<file path="config.mk">
export PLATFORM = sky130hd
export DESIGN_NAME = sprite_line_counter
export DESIGN_NICKNAME = d
export VERILOG_FILES = /design/src/rtl/sprite_line_counter.sv
export SDC_FILE = /design/constraint.sdc
export NUM_CORES = 1
export LEC_CHECK = 0
export ABC_AREA = 0
export BUFFER_PORTS_ARGS = -buffer_cell sky130_fd_sc_hd__clkbuf_2
export CELL_PAD_IN_SITES_DETAIL_PLACEMENT = 0
export CELL_PAD_IN_SITES_GLOBAL_PLACEMENT = 1
export CORE_UTILIZATION = 25
export CTS_CLUSTER_DIAMETER = 100
export CTS_CLUSTER_SIZE = 10
export DETAILED_ROUTE_END_ITERATION = 16
export PLACE_DENSITY = 0.5
export REMOVE_ABC_BUFFERS = 1
export SLEW_MARGIN = 20
export SYNTH_ARGS = -nofsm -noshare
export SYNTH_HDL_FRONTEND = slang
export SYNTH_SLANG_ARGS = --single-unit
</file>
<file path="constraint.sdc">
create_clock -name clk -period 3.61 [get_ports clk]
set_input_delay 0.5415 -clock clk [delete_from_list [all_inputs] [get_ports clk]]
set_output_delay 0.5415 -clock clk [all_outputs]
set_load 0.005 [all_outputs]
</file>
<file path="src/rtl/sprite_line_counter.sv">
// Sprite line address generator: takes a sprite descriptor from the print module
// and emits one memory address per pixel tick for a single sprite line.
//
// state | meaning
// ------+-------------------------------------------------------------
// IDLE  | waiting for sprite_on; descriptor latched on acceptance
// LOAD  | one clk: compute row base, range-check the line index
// EMIT  | one address per pixel_tick until the line is complete
// DONE  | count_finished held (with line_error if any) until sprite_on falls
module sprite_line_counter #(
    parameter int unsigned size_address  = 17,
    parameter int unsigned sprite_width  = 20,
    parameter int unsigned sprite_height = 20
) (
    input  logic                    clk,
    input  logic                    reset,
    input  logic                    sprite_on,
    input  logic [31:0]             sprite_datas,
    input  logic                    pixel_tick,
    output logic [size_address-1:0] memory_address,
    output logic                    address_valid,
    output logic                    count_finished,
    output logic                    line_error,
    output logic                    busy
);

    localparam int unsigned COL_W = (sprite_width > 1) ? $clog2(sprite_width) : 1;
    localparam logic [COL_W-1:0] COL_LAST = COL_W'(sprite_width - 1);

    typedef enum logic [1:0] {
        IDLE = 2'd0,
        LOAD = 2'd1,
        EMIT = 2'd2,
        DONE = 2'd3
    } state_t;

    state_t                  state_q;
    logic [size_address-1:0] base_q;
    logic [4:0]              line_q;
    logic [size_address-1:0] row_base_q;
    logic [COL_W-1:0]        col_q;
    logic [size_address-1:0] memory_address_q;
    logic                    address_valid_q;
    logic                    count_finished_q;
    logic                    line_error_q;
    logic                    busy_q;

    logic [size_address-1:0] row_base_d;
    logic [size_address-1:0] emit_addr_d;
    logic                    line_bad_d;
    logic                    unused_desc;

    // Bits [31:22] of the descriptor carry nothing for this block.
    assign unused_desc = &{1'b0, sprite_datas[31:22]};

    // Address arithmetic wraps modulo 2^size_address by construction of the widths.
    assign row_base_d  = base_q + size_address'(line_q) * size_address'(sprite_width);
    assign emit_addr_d = row_base_q + size_address'(col_q);
    assign line_bad_d  = ({27'd0, line_q} >= sprite_height);

    always_ff @(posedge clk or negedge reset) begin
        if (!reset) begin
            state_q          <= IDLE;
            base_q           <= '0;
            line_q           <= '0;
            row_base_q       <= '0;
            col_q            <= '0;
            memory_address_q <= '0;
            address_valid_q  <= 1'b0;
            count_finished_q <= 1'b0;
            line_error_q     <= 1'b0;
            busy_q           <= 1'b0;
        end else begin
            case (state_q)
                IDLE: begin
                    address_valid_q <= 1'b0;
                    if (sprite_on) begin
                        base_q  <= size_address'(sprite_datas[16:0]);
                        line_q  <= sprite_datas[21:17];
                        busy_q  <= 1'b1;
                        state_q <= LOAD;
                    end
                end
                LOAD: begin
                    if (!sprite_on) begin
                        state_q          <= IDLE;
                        address_valid_q  <= 1'b0;
                        busy_q           <= 1'b0;
                        memory_address_q <= '0;
                    end else begin
                        row_base_q <= row_base_d;
                        col_q      <= '0;
                        if (line_bad_d) begin
                            line_error_q     <= 1'b1;
                            count_finished_q <= 1'b1;
                            busy_q           <= 1'b0;
                            state_q          <= DONE;
                        end else begin
                            state_q <= EMIT;
                        end
                    end
                end
                EMIT: begin
                    if (!sprite_on) begin
                        // Abort: drop the rest of the line without a finish pulse.
                        state_q          <= IDLE;
                        address_valid_q  <= 1'b0;
                        busy_q           <= 1'b0;
                        memory_address_q <= '0;
                        col_q            <= '0;
                    end else if (pixel_tick) begin
                        memory_address_q <= emit_addr_d;
                        address_valid_q  <= 1'b1;
                        col_q            <= col_q + COL_W'(1);
                        if (col_q == COL_LAST) begin
                            busy_q  <= 1'b0;
                            state_q <= DONE;
                        end
                    end else begin
                        address_valid_q <= 1'b0;
                    end
                end
                DONE: begin
                    address_valid_q <= 1'b0;
                    if (!sprite_on) begin
                        state_q          <= IDLE;
                        count_finished_q <= 1'b0;
                        line_error_q     <= 1'b0;
                        memory_address_q <= '0;
                    end else begin
                        count_finished_q <= 1'b1;
                    end
                end
                default: begin
                    state_q <= IDLE;
                end
            endcase
        end
    end

    assign memory_address = memory_address_q;
    assign address_valid  = address_valid_q;
    assign count_finished = count_finished_q;
    assign line_error     = line_error_q;
    assign busy           = busy_q;

endmodule

</file>
==> results_dict.tcl, run 1 <==
set metrics [dict create \
    portBuffers 46 \
    final-hold-violation-count 0 \
    syn_area_um2 3814 \
    antenna_found_initial 0 \
    r2r_slack_ns 0.65 \
    clk_pin_slew_ns 0.05 \
    p_leak_nw 1.995 \
    synth-seq-area-share 0.4396 \
    synth_edf_count 0 \
    grt_pass1_wl_um 14030 \
    syn_area_per_cell_um2 10.39 \
    grt_pass1_vias 2738 \
    skew_ns 0.005275 \
    crit_path_end_kind "flip-flop" \
    critPathMaxFanout 4 \
    area_delta_synth_final_pct 17.62 \
    arrival_ns 3.19 \
    fmax_mhz 337.3 \
    die_y_um 125.5 \
    p_switching_mw 1.814 \
    pwr-share-clk 0.184 \
    setup-tns-final_ns 0 \
    synthArstFlopShare 1.000 \
    vias_per_cell 4.526 \
    hpwl_um 6269 \
    die_area_um2 15750 \
    route.detailed.drc 3 \
    post-route-period-util 0.8212 \
    critical_path_required_ns 3.83 \
    ios 57 \
    timing.rr.start "line_q[1]" \
    critical_path_class "reg2reg" \
    synth_area_leader_cell "dfrtp_1" \
    cts_root_buffer "clkbuf_16" \
    grt_remaining_overflow 0 \
    vdd_drop_max_v 0.0003137 \
    wirelength_um 8283 \
    rsz0062_at_grt "no" \
    setup_viol 0 \
    drive_gt1_frac 0.2506 \
    layout.nets 480 \
    clk_latency_ns 0.34 \
    ys_warn_count 0 \
    syn-instance-count 367 \
    switching_share 0.4224 \
    drt_iter0_markers 87 \
    total_power_mw 4.294 \
    period_needed_ns 2.964 \
    gp_congestion 0.7509 \
    ys_seq_elements 67 \
    r2r_cells 10 \
    synth_top_cell_area_share 0.4396 \
    ctsHoldBuffers 0 \
    grt_max_degree 40 \
    postCtsSetupRepairBufs 0 \
    power-per-cell-area_nw_per_um2 957.2 \
    cts.htree.levels 3 \
    gr-usage-all-layers 0.1159 \
    netlist-cell-type-count 50 \
    comb_power_share 0.504 \
    cts_tree "yes" \
    seq_power_share 0.312 \
    slew_headroom 0.3298 \
    cts-resized-gates 0 \
    n_antenna_cell 0 \
    drv_cap 0 \
    status "finished, violations left" \
    clock-sinks 67 \
    via_count 2729 \
    violations "DRC" \
    synth_ff_type "dfrtp_1" \
    ant_nets 0 \
    dr.pass1.iters 10 \
    coreArea_um2 14700 \
    hp-class "in2async" \
    slew_viol_final 0 \
    die_width_um 125.5 \
    worst_pin_slew_ns 1.005 \
    whs_ns 0.2343 \
    fp-row-count 44 \
    cts_buffers 9 \
    final_util 0.3052 \
    synth_area_leaders "dfrtp_1 (44%), ha_1 (8.9%), mux2_2 (7.4%)" \
    power.internal_mw 2.480 \
    wl_per_cell_um 13.74 \
    clk_path_buf_depth 2 \
    timing.rr.end "row_base_q[16]" \
    critPathLaunchType "flip-flop" \
    start_util 0.2594 \
]
-- synth_stat cells, drive strengths merged (2+ instances only) --
cell type	n
clkbuf	3
mux2	25
xnor2	5
o31a	2
nor2b	4
o21a	2
a21oi	16
mux2i	2
inv	14
nor3	4
buf	8
fa	3
nand4	4
o21ai	43
a211oi	4
or2	2
nand2	46
nand2b	5
nor2	12
dfrtp	67
o22ai	2
o41ai	2
nand3	8
a31oi	2
ha	27
a21o	6
o31ai	4
xor2	24
or3	2
o211ai	9
-- kinds of logic after synthesis --
kind of cell               after synthesis  share of synthesized area
xor gates and xnor gates                29                    0.06660
buffers and inverters                   25                    0.02887
DFF                                     67                     0.4396
adders and majority gates               30                     0.1043
muxes                                   27                    0.08005
and+or+nand+nor                         92                     0.1129
AOI/OAI and AO/OA                       97                     0.1677
-- worst max-delay path by stage --
| stage | start | to | slack, ns |
|---|---|---|---|
| CTS | line_q[4] | row_base_q[13] | 0.61 |
| detailed placement | line_q[4] | row_base_q[13] | 0.64 |
| finish | line_q[1] | row_base_q[16] | 0.65 |
| global route | line_q[4] | row_base_q[13] | 0.41 |
| global placement | line_q[4] | row_base_q[13] | 0.65 |
| floorplan | line_q[1] | row_base_q[16] | 0.88 |
-- flip-flops by register name, summed over array words and instances (netlist names) --
register,count
line_error,1
base_q,17
state_q,2
memory_address,17
col_q,5
count_finished,1
row_base_q,17
line_q,5
busy,1
address_valid,1
-- metrics by stage --
stage | std cells | cell area (um^2) | setup slack (ns)
after floorplan | 356 | 3756 | 0.8764
after global placement | 587 | 4224 | 0.6494
after detailed placement | 587 | 4224 | 0.6421
after CTS | 603 | 4486 | 0.6083
after global routing | 603 | 4486 | 0.4122
final | 603 | 4486 | 0.6455
-- placed cells by master (no fill, tap or decap), types with 2 or more instances in the layout --
| cell type | n |
|---|---|
| clkinv_2 | 5 |
| fa_1 | 3 |
| xor2_1 | 24 |
| o21ai_2 | 2 |
| a211oi_1 | 4 |
| nand2b_1 | 5 |
| a31oi_1 | 2 |
| a21o_1 | 6 |
| inv_1 | 13 |
| mux2_2 | 25 |
| o41ai_2 | 2 |
| o21ai_1 | 17 |
| clkbuf_2 | 45 |
| o21ai_0 | 24 |
| clkbuf_16 | 9 |
| nor2b_1 | 4 |
| nor3_1 | 3 |
| a21oi_1 | 14 |
| or2_2 | 2 |
| dfrtp_1 | 67 |
| nor2_1 | 12 |
| nand2_1 | 46 |
| ha_1 | 27 |
| xnor2_1 | 5 |
| a21oi_2 | 2 |
| nand4_1 | 4 |
| nand3_1 | 8 |
| o31ai_1 | 4 |
| o211ai_1 | 9 |
| o21a_1 | 2 |
-- routing by layer --
layer,track usage,vias to the layer above,routed length (um)
met5,0,-,0
met4,0.06026,0,190
met3,0.03594,12,311
met2,0.1693,36,3548
met1,0.1531,1277,4233
li1,-,1404,-
-- power by group through the flow --
stage	combinational, mW	sequential (mW)	clock (mW)
floorplan	1.70	1.27	0
global placement	2.20	1.35	0
detailed placement	2.19	1.37	0
CTS	2.22	1.35	0.822
global route	2.51	1.40	0.852
finish	2.16	1.34	0.790
-- layout make-up --
type | instances | area, um^2
timing repair buffer | 47 | 237.7
sequential | 67 | 1677
clock buffer | 10 | 229.0
inverter | 14 | 52.55
clock inverter | 6 | 32.53
multi-input combinational | 275 | 2027
tap | 184 | 230.2
fill | 1500 | 10210
-- critical path, cell delays in order (launching register included) --
cell and delay [ns]:
dfrtp_1 0.42, ha_1 0.31, ha_1 0.23, fa_1 0.40, xor2_1 0.19, ha_1 0.37, o211ai_1 0.12, a21oi_2 0.22
o21ai_2 0.12, o21a_1 0.19, o31a_1 0.27
(Power assumes the default switching activity.)
==> run 2, diff against run 1 <==
--- a/config.mk
+++ b/config.mk
@@ -13,7 +13,7 @@
 export CTS_CLUSTER_DIAMETER = 100
 export CTS_CLUSTER_SIZE = 10
 export DETAILED_ROUTE_END_ITERATION = 16
-export PLACE_DENSITY = 0.5
+export PLACE_DENSITY = 0.52
 export REMOVE_ABC_BUFFERS = 1
 export SLEW_MARGIN = 20
 export SYNTH_ARGS = -nofsm -noshare
==> constraint.sdc (replaced) <==
create_clock -name clk -period 2.4 [get_ports clk]
set_input_delay 0.36 -clock clk [delete_from_list [all_inputs] [get_ports clk]]
set_output_delay 0.36 -clock clk [all_outputs]
set_load 0.005 [all_outputs]
==> results_dict.tcl, run 2 (synthesis gave the netlist of run 1 again) <==
set metrics [dict create \
    status "finished, violations left" \
    violations "DRC, setup timing" \
    p_leak_nw 2.166 \
    cts_tree "yes" \
    post-place-ws_ns -0.4528 \
    route.detailed.drc 1 \
    grt_remaining_overflow 0 \
    layout.nets 506 \
    slew_headroom 0.6517 \
    start_util 0.2594 \
    clk_path_buf_depth 2 \
    vias_per_cell 4.562 \
    antenna_found_initial 0 \
    cts.htree.levels 3 \
    area_delta_synth_final_pct 29.10 \
    via_count 2865 \
    period_needed_ns 2.791 \
    portBuffers 46 \
    vdd_drop_max_v 0.0007604 \
    skew_ns 0.007246 \
    arrival_ns 3.01 \
    final-hold-violation-count 0 \
    pwr-share-clk 0.157 \
    die_y_um 125.5 \
    worst_pin_slew_ns 0.5194 \
    p_switching_mw 3.212 \
    final_common_cell "dfrtp_1" \
    die_width_um 125.5 \
    fmax_mhz 358.3 \
    setup_viol 10 \
    cts_buffers 9 \
    seq_power_share 0.252 \
    worst_slack_ns -0.3911 \
    drt_iter0_markers 99 \
    ios 57 \
    post-route-period-util 1.163 \
    dr.pass1.iters 10 \
    critical_path_class "reg2reg" \
    fillers 1522 \
    hp-class "in2reg" \
    grt_pass1_vias 2951 \
    wl_per_cell_um 14.01 \
    crit_path_end_kind "flip-flop" \
    ant_nets 0 \
    gp_congestion 0.7731 \
    critical_path_required_ns 2.62 \
    grt_max_degree 51 \
    die_area_um2 15750 \
    clock-sinks 67 \
    cts_root_buffer "clkbuf_16" \
    gr-usage-all-layers 0.1231 \
    final_cell_mix "dfrtp_1 (67), nand2_1 (45), clkbuf_2 (45)" \
    switching_share 0.4000 \
    critPathLaunchType "flip-flop" \
    hpwl_um 6401 \
    clk_pin_slew_ns 0.06 \
    setup-tns-final_ns -2.506 \
    clk_latency_ns 0.35 \
    power-per-cell-area_nw_per_um2 1631 \
    wirelength_um 8796 \
    comb_power_share 0.591 \
    fp-row-count 44 \
    rsz0062_at_grt "yes" \
    slew_viol_final 0 \
    drv_cap 0 \
    power.internal_mw 4.817 \
    coreArea_um2 14700 \
    grt_pass1_wl_um 15120 \
    critPathMaxFanout 3 \
    drive_gt1_frac 0.3468 \
    n_antenna_cell 0 \
]
run 2: critical path, stage by stage (launching register included):
cell and delay (ns):
dfrtp_1 0.43, ha_4 0.28, buf_6 0.12, fa_2 0.41, a21oi_2 0.16, nor2b_2 0.07
ha_4 0.27, nand4_1 0.19, nor3_4 0.31, o211ai_1 0.14, xor2_1 0.19, o21ai_1 0.09
run 2: worst paths after layout:
path                                         from                 to  slack [ns]  depth (start not counted)
max in group asynchronous                   reset         base_q[13]        1.31                          3
worst max-delay path                    line_q[2]     row_base_q[13]       -0.39                         11
worst min-delay path              sprite_datas[7]          base_q[7]        0.24                          2
worst min register to register  memory_address[6]  memory_address[6]        0.48                          2
min in group asynchronous                   reset  memory_address[1]        0.48                          2
worst max register to register          line_q[2]     row_base_q[13]       -0.39                         11
run 2: per-layer routing:
layer | vias up | wire, um | track usage
met3 | 12 | 315 | 0.02867
met2 | 41 | 3850 | 0.1781
met1 | 1363 | 4451 | 0.1672
met4 | 0 | 178 | 0.07174
met5 | - | 0 | 0
li1 | 1449 | - | -
run 2: repair_timing:
| item | 4_1_cts | 5_1_grt |
|---|---|---|
| resized for setup | 23 | 12 |
| hold endpoints to repair | 17 | 0 |
| setup endpoints to repair | 10 | 10 |
| pin swaps | 25 | 20 |
| hold buffers | 1 | 0 |
| buffers inserted | 6 | 2 |
run 2: power groups by stage:
stage / clock, mW / combinational [mW] / sequential, mW
floorplan: 0 / 2.56 / 1.91
global placement: 0 / 3.76 / 2.00
detailed placement: 0 / 3.75 / 2.02
CTS: 1.30 / 4.44 / 2.02
global route: 1.35 / 5.33 / 2.10
finish: 1.26 / 4.75 / 2.02
run 2: area by class of cell:
cell class | instances | area [um^2] | area share
Clock buffer | 13 | 270.3 | 0.05489
Clock inverter | 2 | 10.01 | 0.002033
Multi-Input combinational cell | 275 | 2200 | 0.4468
Sequential cell | 67 | 1677 | 0.3405
Inverter | 14 | 52.55 | 0.01067
Tap cell | 184 | 230.2 | 0.04676
Timing Repair Buffer | 73 | 484.2 | 0.09835
run 2: stage by stage:
stage	cell area, um^2	hold slack (ns)	std cells	util	power [mW]
after floorplan	3756	0.06441	356	-	4.470
after global placement	4389	0.3303	604	0.2986	5.760
after detailed placement	4389	0.3291	604	0.2986	5.770
after CTS	4843	0.2350	626	0.3295	7.763
after global routing	4923	0.2428	628	0.3350	8.777
final	4923	0.2426	628	0.3350	8.029
